===== config.mk =====
export PLATFORM = sky130hd
export DESIGN_NAME = multicycle_control_unit_flat
export DESIGN_NICKNAME = d
export VERILOG_FILES = /design/src/rtl/multicycle_control_unit_if.sv /design/src/rtl/multicycle_control_unit.sv /design/src/flat_wrapper.sv
export SDC_FILE = /design/constraint.sdc
export NUM_CORES = 1
export LEC_CHECK = 0
export BUFFER_PORTS_ARGS = -buffer_cell sky130_fd_sc_hd__buf_4
export CAP_MARGIN = 20
export CORE_AREA = 2 2 59 61
export CTS_CLUSTER_DIAMETER = 30
export DETAILED_ROUTE_END_ITERATION = 12
export DIE_AREA = 0 0 61 63
export PLACE_DENSITY = 0.73
export SYNTH_ARGS = -nofsm -noshare
export SYNTH_HDL_FRONTEND = slang
export SYNTH_SLANG_ARGS = --single-unit

===== constraint.sdc =====
create_clock -name clk -period 1.8 [get_ports clk]
set_input_delay 0.09 -clock clk [delete_from_list [all_inputs] [get_ports clk]]
set_output_delay 0.09 -clock clk [all_outputs]
set_load 0.02 [all_outputs]

===== src/rtl/multicycle_control_unit_if.sv =====
`default_nettype none
// ============================================================================
// Module   : multicycle_control_unit_if
// Purpose  : Bundles the instruction-fetch handshake, the datapath status
//            inputs and the datapath control strobes of the multi-cycle
//            control unit.
// Modports : master - control unit side (drives fetch request and strobes)
//            slave  - instruction memory / datapath side
// Signals  : instr_req, instr_valid, instr[31:0]  fetch handshake
//            zero_flag, mem_ready                  datapath status
//            alu_control[3:0], alu_src_imm, mem_read, mem_write, reg_write,
//            mem_to_reg, pc_write, pc_src, retire, illegal_instr, mem_abort
// Revision : 1.0 - initial release
// ============================================================================
interface multicycle_control_unit_if;
    logic        instr_req;
    logic        instr_valid;
    logic [31:0] instr;
    logic        zero_flag;
    logic        mem_ready;
    logic [3:0]  alu_control;
    logic        alu_src_imm;
    logic        mem_read;
    logic        mem_write;
    logic        reg_write;
    logic        mem_to_reg;
    logic        pc_write;
    logic        pc_src;
    logic        retire;
    logic        illegal_instr;
    logic        mem_abort;

    modport master (
        input  instr_valid, instr, zero_flag, mem_ready,
        output instr_req, alu_control, alu_src_imm, mem_read, mem_write,
               reg_write, mem_to_reg, pc_write, pc_src, retire,
               illegal_instr, mem_abort
    );

    modport slave (
        output instr_valid, instr, zero_flag, mem_ready,
        input  instr_req, alu_control, alu_src_imm, mem_read, mem_write,
               reg_write, mem_to_reg, pc_write, pc_src, retire,
               illegal_instr, mem_abort
    );
endinterface
`default_nettype wire


===== src/rtl/multicycle_control_unit.sv =====
`default_nettype none
// ============================================================================
// Module   : multicycle_control_unit
// Purpose  : Multi-cycle control FSM for an RV32I subset (R, I-ALU, LW, SW,
//            BEQ, BNE). Fetches over a valid/ready handshake, decodes the
//            held instruction and sequences EXECUTE / MEM / WRITEBACK,
//            producing the 4-bit ALU code and the datapath strobes.
// Ports    : clk    - system clock, rising edge
//            rst_n  - asynchronous active-low reset
//            bus    - multicycle_control_unit_if.master (fetch handshake,
//                     zero_flag / mem_ready inputs, control outputs)
// Params   : RESET_STATE - encoding of FETCH, entered on reset
//            MEM_TIMEOUT - MEM wait cycles before a forced abort, 0 = never
// Macro    : ILLEGAL_TRAP_EN - when defined, illegal encodings trap (sticky
//            illegal_instr); otherwise they retire as a NOP.
// Revision : 1.0 - initial release
// ============================================================================
module multicycle_control_unit #(
    parameter logic [2:0]  RESET_STATE = 3'd0,
    parameter int unsigned MEM_TIMEOUT = 16
) (
    input  wire logic                       clk,
    input  wire logic                       rst_n,
    multicycle_control_unit_if.master       bus
);

    // Remaining states follow FETCH so that any RESET_STATE stays unique.
    localparam logic [2:0] S_FETCH     = RESET_STATE;
    localparam logic [2:0] S_DECODE    = RESET_STATE + 3'd1;
    localparam logic [2:0] S_EXECUTE   = RESET_STATE + 3'd2;
    localparam logic [2:0] S_MEM       = RESET_STATE + 3'd3;
    localparam logic [2:0] S_WRITEBACK = RESET_STATE + 3'd4;
    localparam logic [2:0] S_TRAP      = RESET_STATE + 3'd5;

    localparam logic [6:0] c_OP_R      = 7'b0110011;
    localparam logic [6:0] c_OP_I      = 7'b0010011;
    localparam logic [6:0] c_OP_LOAD   = 7'b0000011;
    localparam logic [6:0] c_OP_STORE  = 7'b0100011;
    localparam logic [6:0] c_OP_BRANCH = 7'b1100011;

    localparam logic [3:0] c_ALU_ADD = 4'b0000;
    localparam logic [3:0] c_ALU_SUB = 4'b0001;
    localparam logic [3:0] c_ALU_AND = 4'b0010;
    localparam logic [3:0] c_ALU_OR  = 4'b0011;
    localparam logic [3:0] c_ALU_XOR = 4'b0100;
    localparam logic [3:0] c_ALU_SLL = 4'b0101;
    localparam logic [3:0] c_ALU_SRL = 4'b0110;
    localparam logic [3:0] c_ALU_SLT = 4'b0111;

    localparam int unsigned          c_CNT_W      = (MEM_TIMEOUT == 0) ? 1 : $clog2(MEM_TIMEOUT + 1);
    localparam logic [c_CNT_W-1:0]   c_TIMEOUT    = c_CNT_W'(MEM_TIMEOUT);
    localparam bit                   c_TIMEOUT_EN = (MEM_TIMEOUT != 0);

    logic [2:0]         r_state;
    logic [2:0]         w_next;
    // Only the control fields of IR are held here; the register and
    // immediate operand fields are consumed by the datapath directly.
    logic [6:0]         r_ir_funct7;
    logic [2:0]         r_ir_funct3;
    logic [6:0]         r_ir_opcode;
    logic [c_CNT_W-1:0] r_mem_cnt;

    logic       w_is_alu, w_is_lw, w_is_sw, w_is_beq, w_is_bne, w_illegal;
    logic [3:0] w_f3_code, w_alu_code;
    logic       w_src_imm, w_f7_zero, w_f7_alt, w_timeout;

    logic       w_instr_req, w_alu_src_imm, w_mem_read, w_mem_write;
    logic       w_reg_write, w_mem_to_reg, w_pc_write, w_pc_src;
    logic       w_retire, w_mem_abort, w_illegal_out;
    logic [3:0] w_alu_control;

    always_ff @(posedge clk or negedge rst_n) begin : p_regs
        if (!rst_n) begin
            r_state     <= S_FETCH;
            r_ir_funct7 <= '0;
            r_ir_funct3 <= '0;
            r_ir_opcode <= '0;
            r_mem_cnt   <= '0;
        end else begin
            r_state <= w_next;
            if (r_state == S_FETCH && bus.instr_valid) begin
                r_ir_funct7 <= bus.instr[31:25];
                r_ir_funct3 <= bus.instr[14:12];
                r_ir_opcode <= bus.instr[6:0];
            end
            // Counts completed MEM cycles without mem_ready; zero on entry.
            r_mem_cnt <= (r_state == S_MEM) ? r_mem_cnt + 1'b1 : '0;
        end
    end

    // Instruction classification from the held IR.
    always_comb begin : p_decode
        w_f7_zero  = (r_ir_funct7 == 7'b0000000);
        w_f7_alt   = (r_ir_funct7 == 7'b0100000);
        w_is_alu   = 1'b0;
        w_is_lw    = 1'b0;
        w_is_sw    = 1'b0;
        w_is_beq   = 1'b0;
        w_is_bne   = 1'b0;
        w_src_imm  = 1'b0;
        w_alu_code = c_ALU_ADD;
        case (r_ir_funct3)
            3'b000:  w_f3_code = c_ALU_ADD;
            3'b001:  w_f3_code = c_ALU_SLL;
            3'b010:  w_f3_code = c_ALU_SLT;
            3'b100:  w_f3_code = c_ALU_XOR;
            3'b101:  w_f3_code = c_ALU_SRL;
            3'b110:  w_f3_code = c_ALU_OR;
            3'b111:  w_f3_code = c_ALU_AND;
            default: w_f3_code = c_ALU_ADD;
        endcase
        case (r_ir_opcode)
            c_OP_R: begin
                // funct7=0100000 is only meaningful for SUB; SRA is not supported.
                w_is_alu   = (r_ir_funct3 != 3'b011) &&
                             (w_f7_zero || (w_f7_alt && r_ir_funct3 == 3'b000));
                w_alu_code = (w_f7_alt && r_ir_funct3 == 3'b000) ? c_ALU_SUB : w_f3_code;
            end
            c_OP_I: begin
                // funct7 position holds imm[11:5]; it must be zero only for shifts.
                w_is_alu   = (r_ir_funct3 != 3'b011) &&
                             (w_f7_zero || (r_ir_funct3 != 3'b001 && r_ir_funct3 != 3'b101));
                w_alu_code = w_f3_code;
                w_src_imm  = 1'b1;
            end
            c_OP_LOAD: begin
                w_is_lw   = (r_ir_funct3 == 3'b010);
                w_src_imm = 1'b1;
            end
            c_OP_STORE: begin
                w_is_sw   = (r_ir_funct3 == 3'b010);
                w_src_imm = 1'b1;
            end
            c_OP_BRANCH: begin
                w_is_beq   = (r_ir_funct3 == 3'b000);
                w_is_bne   = (r_ir_funct3 == 3'b001);
                w_alu_code = c_ALU_SUB;
            end
            default: ;
        endcase
        w_illegal = !(w_is_alu || w_is_lw || w_is_sw || w_is_beq || w_is_bne);
    end

    assign w_timeout = c_TIMEOUT_EN && (r_mem_cnt == c_TIMEOUT);

    always_comb begin : p_fsm_comb
        w_next        = r_state;
        w_instr_req   = 1'b0;
        w_alu_control = 4'b0000;
        w_alu_src_imm = 1'b0;
        w_mem_read    = 1'b0;
        w_mem_write   = 1'b0;
        w_reg_write   = 1'b0;
        w_mem_to_reg  = 1'b0;
        w_pc_write    = 1'b0;
        w_pc_src      = 1'b0;
        w_retire      = 1'b0;
        w_mem_abort   = 1'b0;
        if (r_state inside {S_DECODE, S_EXECUTE, S_MEM, S_WRITEBACK}) begin
            w_alu_control = w_illegal ? c_ALU_ADD : w_alu_code;
            w_alu_src_imm = w_illegal ? 1'b0 : w_src_imm;
        end
        case (r_state)
            S_FETCH: begin
                w_instr_req = 1'b1;
                if (bus.instr_valid) w_next = S_DECODE;
            end
            S_DECODE: begin
                if (w_illegal) begin
`ifdef ILLEGAL_TRAP_EN
                    w_next = S_TRAP;
`else
                    w_next = S_WRITEBACK;
`endif
                end else begin
                    w_next = S_EXECUTE;
                end
            end
            S_EXECUTE: begin
                if (w_is_beq || w_is_bne) begin
                    w_pc_write = 1'b1;
                    w_pc_src   = w_is_beq ? bus.zero_flag : !bus.zero_flag;
                    w_retire   = 1'b1;
                    w_next     = S_FETCH;
                end else if (w_is_lw || w_is_sw) begin
                    w_next = S_MEM;
                end else begin
                    w_next = S_WRITEBACK;
                end
            end
            S_MEM: begin
                // mem_ready takes priority over a coincident timeout.
                if (bus.mem_ready) begin
                    w_mem_read  = w_is_lw;
                    w_mem_write = w_is_sw;
                    if (w_is_lw) begin
                        w_next = S_WRITEBACK;
                    end else begin
                        w_pc_write = 1'b1;
                        w_retire   = 1'b1;
                        w_next     = S_FETCH;
                    end
                end else if (w_timeout) begin
                    w_mem_abort = 1'b1;
                    w_next      = S_FETCH;
                end else begin
                    w_mem_read  = w_is_lw;
                    w_mem_write = w_is_sw;
                end
            end
            S_WRITEBACK: begin
                // An illegal encoding reaching here retires as a NOP.
                w_reg_write  = !w_illegal;
                w_mem_to_reg = w_is_lw;
                w_pc_write   = 1'b1;
                w_retire     = 1'b1;
                w_next       = S_FETCH;
            end
            S_TRAP:  w_next = S_TRAP;
            default: w_next = S_FETCH;
        endcase
    end

`ifdef ILLEGAL_TRAP_EN
    // TRAP is only left by reset, so the state itself is the sticky flag.
    assign w_illegal_out = (r_state == S_TRAP);
`else
    assign w_illegal_out = 1'b0;
`endif

    assign bus.instr_req     = w_instr_req;
    assign bus.alu_control   = w_alu_control;
    assign bus.alu_src_imm   = w_alu_src_imm;
    assign bus.mem_read      = w_mem_read;
    assign bus.mem_write     = w_mem_write;
    assign bus.reg_write     = w_reg_write;
    assign bus.mem_to_reg    = w_mem_to_reg;
    assign bus.pc_write      = w_pc_write;
    assign bus.pc_src        = w_pc_src;
    assign bus.retire        = w_retire;
    assign bus.illegal_instr = w_illegal_out;
    assign bus.mem_abort     = w_mem_abort;

endmodule
`default_nettype wire


===== src/flat_wrapper.sv =====
// flat-port wrapper written by rule: the top's interface ports become plain ports
module multicycle_control_unit_flat 
#(
    parameter logic [2:0]  RESET_STATE = 3'd0,
    parameter int unsigned MEM_TIMEOUT = 16
)
  (clk, rst_n, bus_instr_valid, bus_instr, bus_zero_flag, bus_mem_ready, bus_instr_req, bus_alu_control, bus_alu_src_imm, bus_mem_read, bus_mem_write, bus_reg_write, bus_mem_to_reg, bus_pc_write, bus_pc_src, bus_retire, bus_illegal_instr, bus_mem_abort);
  multicycle_control_unit_if bus_i ();
  input  wire logic clk;
  input  wire logic rst_n;
  input wire logic [$bits(bus_i.instr_valid)-1:0] bus_instr_valid;
  input wire logic [$bits(bus_i.instr)-1:0] bus_instr;
  input wire logic [$bits(bus_i.zero_flag)-1:0] bus_zero_flag;
  input wire logic [$bits(bus_i.mem_ready)-1:0] bus_mem_ready;
  output wire logic [$bits(bus_i.instr_req)-1:0] bus_instr_req;
  output wire logic [$bits(bus_i.alu_control)-1:0] bus_alu_control;
  output wire logic [$bits(bus_i.alu_src_imm)-1:0] bus_alu_src_imm;
  output wire logic [$bits(bus_i.mem_read)-1:0] bus_mem_read;
  output wire logic [$bits(bus_i.mem_write)-1:0] bus_mem_write;
  output wire logic [$bits(bus_i.reg_write)-1:0] bus_reg_write;
  output wire logic [$bits(bus_i.mem_to_reg)-1:0] bus_mem_to_reg;
  output wire logic [$bits(bus_i.pc_write)-1:0] bus_pc_write;
  output wire logic [$bits(bus_i.pc_src)-1:0] bus_pc_src;
  output wire logic [$bits(bus_i.retire)-1:0] bus_retire;
  output wire logic [$bits(bus_i.illegal_instr)-1:0] bus_illegal_instr;
  output wire logic [$bits(bus_i.mem_abort)-1:0] bus_mem_abort;
  assign bus_i.instr_valid = bus_instr_valid;
  assign bus_i.instr = bus_instr;
  assign bus_i.zero_flag = bus_zero_flag;
  assign bus_i.mem_ready = bus_mem_ready;
  assign bus_instr_req = bus_i.instr_req;
  assign bus_alu_control = bus_i.alu_control;
  assign bus_alu_src_imm = bus_i.alu_src_imm;
  assign bus_mem_read = bus_i.mem_read;
  assign bus_mem_write = bus_i.mem_write;
  assign bus_reg_write = bus_i.reg_write;
  assign bus_mem_to_reg = bus_i.mem_to_reg;
  assign bus_pc_write = bus_i.pc_write;
  assign bus_pc_src = bus_i.pc_src;
  assign bus_retire = bus_i.retire;
  assign bus_illegal_instr = bus_i.illegal_instr;
  assign bus_mem_abort = bus_i.mem_abort;
  multicycle_control_unit #(.RESET_STATE(RESET_STATE), .MEM_TIMEOUT(MEM_TIMEOUT)) u_core (.clk(clk), .rst_n(rst_n), .bus(bus_i));
endmodule

======== Yosys cells after proc, flatten, opt, wreduce, memory -nomap -nowiden ========
Index checks and enable logic that the tools add are counted.
word-level totals
  register bits after elaboration ......... 25
  output and inout port bits .............. 15
  word-level logic and storage cells ...... 90
operators by class
  add/sub/neg operators ................... 1
  equality and inequality tests ........... 23
  multiplexer cells ....................... 41
  reductions and logical operators ........ 20
operator list
  operator                                              number
  2-to-1 mux 1 bit                                      25
  2-to-1 mux 3 bit                                      8
  equality test 7 x 6 -> 1 bit (second input constant)  3
  equality test 3 bit (second input constant)           6
  case mux 3 bit (6 select lines)                       1
  case mux 3 bit (5 select lines)                       1
  case mux 4 bit (3 select lines)                       1
  equality test 3 x 2 -> 1 bit (second input constant)  3
  logical OR 1 bit                                      8
  2-to-1 mux 4 bit                                      2
  equality test 7 x 2 -> 1 bit (second input constant)  1
  equality test 7 x 5 -> 1 bit (second input constant)  1
  equality test 7 bit (second input constant)           1
  logical NOT 7 bit                                     1
  equality test 3 x 1 -> 1 bit (second input constant)  2
  logical NOT 3 bit                                     2
  != test 3 x 2 -> 1 bit (second input constant)        2
  adder 5 x 1 -> 5 bit (second input constant)          1
  equality test 5 bit (second input constant)           1
  logical AND 1 bit                                     5
  2-to-1 mux 5 bit                                      1
  nonzero test 4 bit                                    1
  != test 3 x 1 -> 1 bit (second input constant)        1
  != test 3 bit (second input constant)                 1
  6 further kinds                                       6

======== Logic depth before layout (Yosys ltp) ========
Gate-level depths: netlist (run 1).
  word-level depth ........................ 11
  depth in mapped cells ................... 7
  depth with buffers taken out ............ 6

======== Worst setup path after synthesis (run 1) ========
Ideal clock, no wire load.
  path type ............................... flip-flop to output port
  start ................................... register u_core.r_ir_funct7[0]
  end ..................................... output port bus_alu_control[2]
  arrival time ............................ 1.985 ns
  setup slack ............................. -0.275 ns
  cell stages (with the launch flop) ...... 5
  cell sequence ........................... dfrtp_1 -> or4_4 -> nor4_4 -> a211oi_2 -> nor4_1
on the way
  cells in the longest elaborated chain, start to end .. 11
RTL lines
  item                             RTL line                                                        RTL
  from (decl)                      multicycle_control_unit.sv:58                                   logic [6:0] r_ir_funct7;
  from (signal assigned)           multicycle_control_unit.sv:82                                   r_ir_funct7 <= bus.instr[31:25];
  equality test 7 x 6 -> 1 bit     multicycle_control_unit.sv:94                                   w_f7_alt = (r_ir_funct7 == 7'b0100000);
  logical AND 1 bit                multicycle_control_unit.sv:116, multicycle_control_unit.sv:117
  logical OR 1 bit                 multicycle_control_unit.sv:116                                  (w_f7_zero || (w_f7_alt && r_ir_funct3 == 3'b000));
  logical AND 1 bit                multicycle_control_unit.sv:115                                  w_is_alu = (r_ir_funct3 != 3'b011) &&
  case mux 1 bit (2 select lines)  multicycle_control_unit.sv:112                                  case (r_ir_opcode)
  logical OR 1 bit (4 in series)   multicycle_control_unit.sv:141                                  w_illegal = !(w_is_alu || w_is_lw || w_is_sw || w_is_beq || w_is_bne);
  2-to-1 mux 4 bit *               multicycle_control_unit.sv:160                                  w_alu_control = w_illegal ? c_ALU_ADD : w_alu_code;
  2-to-1 mux 4 bit *               multicycle_control_unit.sv:159                                  if (r_state inside {S_DECODE, S_EXECUTE, S_MEM, S_WRITEBACK}) begin
  to (decl)                        flat_wrapper.sv:16                                              output wire logic [$bits(bus_i.alu_control)-1:0] bus_alu_control;
Mark *: on every way between the ends. The rest lies on a longest branch, timed or not.

======== Final worst setup path (run 1) ========
  start ................................... register u_core.r_ir_funct7[0]
  end ..................................... output port bus_alu_src_imm
on the way
  cells in the longest elaborated chain, start to end .. 11
RTL lines
  item                               RTL line                        RTL
  equality test 7 x 6 -> 1 bit       multicycle_control_unit.sv:94
  logical AND 1 bit                  multicycle_control_unit.sv:116
  logical OR 1 bit                   multicycle_control_unit.sv:116
  logical AND 1 bit                  multicycle_control_unit.sv:115
  case mux 1 bit (2 select lines) *  multicycle_control_unit.sv:112
  logical OR 1 bit * (4 in series)   multicycle_control_unit.sv:141
  2-to-1 mux 1 bit *                 multicycle_control_unit.sv:161  w_alu_src_imm = w_illegal ? 1'b0 : w_src_imm;
  2-to-1 mux 1 bit *                 multicycle_control_unit.sv:159
  to (decl)                          flat_wrapper.sv:17              output wire logic [$bits(bus_i.alu_src_imm)-1:0] bus_alu_src_imm;
Marks and branches as above.

==> results of run 1 <==
==> sequential cells by signal (all words and copies together), names as in the netlist <==
name and cells:
u_core.r_mem_cnt 5, u_core.r_ir_funct7 7, u_core.r_ir_funct3 3, u_core.r_ir_opcode 7, u_core.r_state 3
==> per-stage QoR <==
| stage | worst slack (ns) | setup TNS [ns] | util, % | cells |
|---|---|---|---|---|
| after detailed placement | -0.175 | -0.504 | 59.2 | 235 |
| final | -0.455 | -3.45 | 73.6 | 267 |
| after global placement | -0.108 | -0.282 | 59.2 | 235 |
| after CTS | -0.499 | -3.09 | 67.2 | 254 |
| after global routing | -0.584 | -4.64 | 73.6 | 267 |
| after floorplan | -0.126 | -0.391 | - | 153 |
==> kinds of logic (layout without fill, tap and decap cells) <==
group	after synthesis	count (layout)	share of synthesized area (%)
AO/OA/AOI/OAI	23	23	11.9
buffers and inverters	18	86	6.25
multiplexers	17	17	12.5
other	1	2	0.246
flip-flops	25	25	41.1
XOR/XNOR	5	5	2.88
AND/OR/NAND/NOR	61	61	23.4
adder cells (fa/ha/maj)	2	2	1.64
==> repair_timing <==
action,4_1_cts,5_1_grt
gates resized for setup,18,22
endpoints found under the setup margin,13,14
cloned,0,0
setup buffers,6,7
hold buffers,9,7
pin swaps,9,11
endpoints found under the hold margin,33,7
==> final timing paths <==
check | from | end | slack, ns
worst max-delay path | u_core.r_ir_funct7[0] | bus_alu_src_imm | -0.45
worst min-delay path | bus_instr[0] | u_core.r_ir_opcode[0] | 0.007
worst max register to register | u_core.r_ir_opcode[6] | u_core.r_state[0] | 0.01
worst min register to register | u_core.r_ir_opcode[3] | u_core.r_ir_opcode[3] | 0.53
max in group asynchronous | rst_n | u_core.r_state[1] | 1.33
min in group asynchronous | rst_n | u_core.r_ir_funct7[4] | 0.22
==> cell type report <==
class	instances	share of cell area, %
Inverter	4	0.631
Timing Repair Buffer	78	28.6
Clock buffer	4	1.10
Tap cell	46	2.42
Multi-Input combinational cell	110	40.9
Sequential cell	25	26.4
==> layer usage <==
metal  global-route usage (%)  vias to the layer above  wire length, um
met2                     33.3                       37             2060
met4                     5.98                        0               61
li1                         -                      684                -
met1                     27.6                      682             1610
met5                        0                        -                0
met3                     2.90                        9              137
==> where the power goes <==
part           switching, mW  internal [mW]  leakage [nW]  total, mW
clock network          0.159         0.0866        0.0150      0.246
registers              0.231          0.779         0.307       1.01
logic                  0.862          0.953         0.659       1.81
==> layout by cell type (no fill, tap or decap), types with 3 or more instances in the layout <==
cell           netlist  final
nand2_1              8      8
o21ai_0              5      5
xor2_1               3      3
nor3_1               6      3
nand2b_1             3      3
dfrtp_1             25     24
mux2_2              16     16
nor2_1              14     12
nor2b_1              4      3
buf_6                0     11
nand3_1              5      5
dlygate4sd3_1        0     16
clkbuf_4             0      3
buf_4                5     50
o31ai_1              3      3
==> reports/qor.csv, run 1 <==
metric;value;unit
post-route design area;2380;sq um
iteration-0 DRC count of the detailed router;69;
Die W;61;um
top-area cell type share of the netlist area;41.1;%
Levels on crit path;5;
Die Ht;63;um
worst-skew pair later-pin latency;0.31;ns
Crit path largest cell delay;0.55;ns
Clock Sinks;25;
Post-Syn Area per Cell;10.0;sq um
P_leak;0.981;nW
Total Routing Usage GR;20.4;%
final antenna-violating net count;0;
Crit. End Element;primary output;
area of the multi-input gates;973;sq um
ranking of synthesized cells by area;dfrtp_1 (41%), mux2_2 (12%), nor2_1 (3.5%);
asr flop ratio synth;100;%
CP bufs+invs;1;
ant diodes;0;
Post-route DRC;0;
Pwr Density;1290;nW/um^2
CTS tree;yes;
H-tree depth;1;
P&R area growth vs syn;56.3;%
slowest stage cell, crit path;or4_4;
CP cell instances;or4_4 -> nor4_4 -> a211oi_4 -> a2111oi_2 -> buf_4;
Power Total;3.07;mW
Synth Instances;152;
delay-heaviest family, CP;simple AND/OR/NAND/NOR gates;
RSZ-0062 raised after global routing;true;
Reg area;627;sq um
Hold WS;0.00693;ns
Fill cells;240;
critical path required time;1.71;ns
failing checks;setup timing;
Final setup viols;11;
Die ar.;3840;sq um
Final #Nets;261;
first-pass GRT wire length;6.06;mm
Longest Clk Path Bufs;2;
Syn. warnings;0;
startpoint class of the critical path;register;
Clock Skew;0.00550;ns
final hold viol count;0;
hold crit path type;in -> reg;
Fmax;444;MHz
vias per inst;5.29;
most used flip-flop cell after synthesis;dfrtp_1;
antenna violations before repair;0;
largest net degree at the start of global routing;26;
Starting Density;47.1;%
WS Path Type;reg -> out;
WL/cell;14.5;um
clock tree root buffer cell;clkbuf_4;
status;finished, violations left;
Post-synth top cells;dfrtp_1 (25), mux2_2 (16), nor2_1 (14);
most frequent cell after synthesis;dfrtp_1;
fin crit period;2.25;ns
Post-DP HPWL;2.61;mm
share of layout cells above drive strength 1;48.9;%
synth unique cells;48;
DRT Pass-1 Iters;4;
FP Rows;21;
Cell Area, Placed;1910;sq um
# port buffers;34;
Post-synth EDFFs;0;
largest area contributor in the netlist;dfrtp_1;
Synth Register Bits;25;
final WL;3.87;mm
Worst-path clk slew;0.13;ns
DR vias;1412;
Cell Area, Synth;1520;sq um
hold path depth;2;
vias in the first global route;1395;
Setup WS post-layout;-0.455;ns
Worst Path Arrival;2.16;ns
worst r2r path cells;7;
final slew viol count;0;
post-synthesis sequential area ratio;41.1;%
critical path peak fanout;5;
core area;3230;sq um
VDD IR max;0.796;mV
grt total ovfl;0;
# IOs;52;
routability cong.;0.873;
Max-Cap Viols;0;
Num CTS Buffers;3;
Tcrit/Tclk final;125;%
(Power assumes the default switching activity.)
==> run 2, diff against run 1 <==
--- a/config.mk
+++ b/config.mk
@@ -5,13 +5,15 @@
 export SDC_FILE = /design/constraint.sdc
 export NUM_CORES = 1
 export LEC_CHECK = 0
+export ABC_AREA = 1
 export BUFFER_PORTS_ARGS = -buffer_cell sky130_fd_sc_hd__buf_4
 export CAP_MARGIN = 20
-export CORE_AREA = 2 2 59 61
+export CORE_AREA = 2 2 58 60
 export CTS_CLUSTER_DIAMETER = 30
 export DETAILED_ROUTE_END_ITERATION = 12
-export DIE_AREA = 0 0 61 63
-export PLACE_DENSITY = 0.73
+export DIE_AREA = 0 0 60 62
+export PLACE_DENSITY = 0.74
+export RECOVER_POWER = 100
 export SYNTH_ARGS = -nofsm -noshare
 export SYNTH_HDL_FRONTEND = slang
 export SYNTH_SLANG_ARGS = --single-unit
==> run 2 against run 1 <==
  * The flow still finishes with violations (setup timing)
  * Area after synthesis is 2.7% lower
  * Die area decreased by 3.2%
  * Global-route usage fell by 2.8 points
  * Maximum frequency is 20% higher
  * Wire length is 17% lower
  * Sequential share of layout area is 3.3 points higher
  * Clock-buffer cell count stayed put
  * Sequential power hardly changed
  * Non-clock buffer count fell by 20
  * Critical path depth up 1
  * Worst hold slack better by 0.0010 ns
  * Clock skew decreased by 0.0030 ns
  * Largest power group unchanged
==> reports/qor.csv, run 2 <==
metric;value;unit
slowest stage cell, crit path;dfrtp_1;
CP cell instances;nor2_1 -> nor3b_1 -> nand4_1 -> and3_1 -> nor2_4 -> buf_6;
antenna violations before repair;0;
WS Path Type;reg -> out;
post-synthesis sequential area ratio;42.3;%
Slew HR;8.27;%
core area;3180;sq um
most used flip-flop cell after synthesis;dfrtp_1;
Synth Instances;171;
most frequent cell after synthesis;nor2_1;
VDD IR max;0.600;mV
Power Total;2.40;mW
ranking of synthesized cells by area;dfrtp_1 (42%), mux2_4 (8.1%), nor2_1 (6.8%);
synth unique cells;30;
fin crit period;1.88;ns
Worst Path Arrival;1.79;ns
final hold viol count;0;
Fill cells;248;
Total Routing Usage GR;17.6;%
Tcrit/Tclk final;105;%
asr flop ratio synth;100;%
final antenna-violating net count;0;
largest area contributor in the netlist;dfrtp_1;
Clock Skew;0.00253;ns
delay-heaviest family, CP;simple AND/OR/NAND/NOR gates;
first-pass GRT wire length;4.86;mm
Starting Density;46.6;%
Pwr Density;1140;nW/um^2
status;finished, violations left;
Post-Syn Area per Cell;8.66;sq um
P&R area growth vs syn;42.8;%
commonest non-fill, non-tap cell in the layout;buf_4;
routability cong.;0.836;
fin cells;275;
Max-Cap Viols;0;
vias per inst;4.85;
top-area cell type share of the netlist area;42.3;%
area of the multi-input gates;848;sq um
share of layout cells above drive strength 1;40.2;%
WL/cell;11.7;um
grt total ovfl;0;
P_leak;0.995;nW
worst-skew pair later-pin latency;0.31;ns
Final #Nets;269;
Post-DP HPWL;2.16;mm
Final setup viols;8;
iteration-0 DRC count of the detailed router;42;
biggest regs;u_core.r_ir_funct7 x7, u_core.r_ir_opcode x7, u_core.r_mem_cnt x5;
# IOs;52;
# port buffers;34;
H-tree depth;1;
FP Rows;21;
Cell Area, Synth;1480;sq um
Num CTS Buffers;3;
ant diodes;0;
final slew viol count;0;
Post-Place Worst Slack;0.178;ns
Die ar.;3720;sq um
vias in the first global route;1177;
final setup TNS;-0.401;ns
Least-Margin Pin Slew;1.38;ns
Hold WS;0.00797;ns
Post-route DRC;0;
failing checks;setup timing;
startpoint class of the critical path;register;
largest net degree at the start of global routing;26;
critical path required time;1.71;ns
Setup WS post-layout;-0.0850;ns
CP bufs+invs;1;
Post-synth EDFFs;0;
Post-synth top cells;nor2_1 (27), dfrtp_1 (25), nand3_1 (17);
CTS tree;yes;
Crit. End Element;primary output;
Crit path largest cell delay;0.45;ns
Synth Register Bits;25;
Placed Cells;248;
final WL;3.21;mm
Fmax;531;MHz
clock tree root buffer cell;clkbuf_4;
Longest Clk Path Bufs;2;
Clock Sinks;25;
DR vias;1333;
Worst-path clk slew;0.13;ns
Die W;60;um
DRT Pass-1 Iters;4;
RSZ-0062 raised after global routing;true;
Syn. warnings;0;
most frequent cells in the layout;buf_4 (37), dfrtp_1 (24), nor2_1 (23), nand3_1 (15);
hold crit path type;in -> reg;
Reg area;627;sq um
Die Ht;62;um
critical path peak fanout;3;
[run 2: final timing paths]
path / startpoint / to / slack (ns) / cells after the start
setup / recovery: u_core.r_ir_opcode[3] / bus_alu_control[0] / -0.08 / 6
hold / removal: bus_instr[13] / u_core.r_ir_funct3[1] / 0.008 / 3
setup reg to reg: u_core.r_ir_funct3[0] / u_core.r_state[1] / 0.27 / 10
hold reg to reg: u_core.r_mem_cnt[0] / u_core.r_mem_cnt[0] / 0.50 / 1
max in group asynchronous: rst_n / u_core.r_state[2] / 0.30 / 2
min in group asynchronous: rst_n / u_core.r_mem_cnt[2] / 0.61 / 2
[run 2: where the power goes]
group	internal (mW)	switching [mW]	total (mW)
sequential	0.777	0.236	1.01
clock	0.0866	0.164	0.250
combinational	0.559	0.578	1.14
total	1.42	0.979	2.40
[run 2: per-layer routing]
layer,vias up,GRT usage [%],share of wire [%]
met2,41,30.3,50
met5,-,0,0
li1,673,-,-
met1,615,22.1,44
met3,4,2.69,4.6
met4,0,7.62,0.94
[run 2: tightest hold or removal path, delay by kind of cell]
family,cells,cell delay (ns)
buffers and inverters,1,0.07
AND/OR/NAND/NOR,1,0.03
AO/OA/AOI/OAI,1,0.10
[run 2: per-stage QoR]
step	cell area, sq um	utilization (%)
floorplan	1480	-
global placement	1770	55.5
detailed placement	1770	55.5
CTS	2000	63.0
global route	2110	66.5
finish	2110	66.5
[run 2: layout make-up]
cell class                 instances  share of cell area [%]
multi-input combinational        125                    40.1
sequential                        25                    29.7
timing repair buffer              58                    23.2
inverter                          17                    3.02
tap                               46                    2.72
clock buffer                       4                    1.24
[run 2: what timing repair did]
action,4_1_cts,5_1_grt
endpoints found under the setup margin,9,10
gates resized for setup,14,17
pin swaps,5,7
setup buffers,6,4
hold endpoints to repair,35,2
hold buffers,11,2
[run 2: cell families after synthesis]
kind of cell / share of synthesized area [%]
xor+xnor: 1.78
simple gates: 30.6
flops: 42.3
other cells: 0.253
compound gates: 6.09
buf+inv: 6.93
fa+ha+maj: 1.69
mux: 10.4
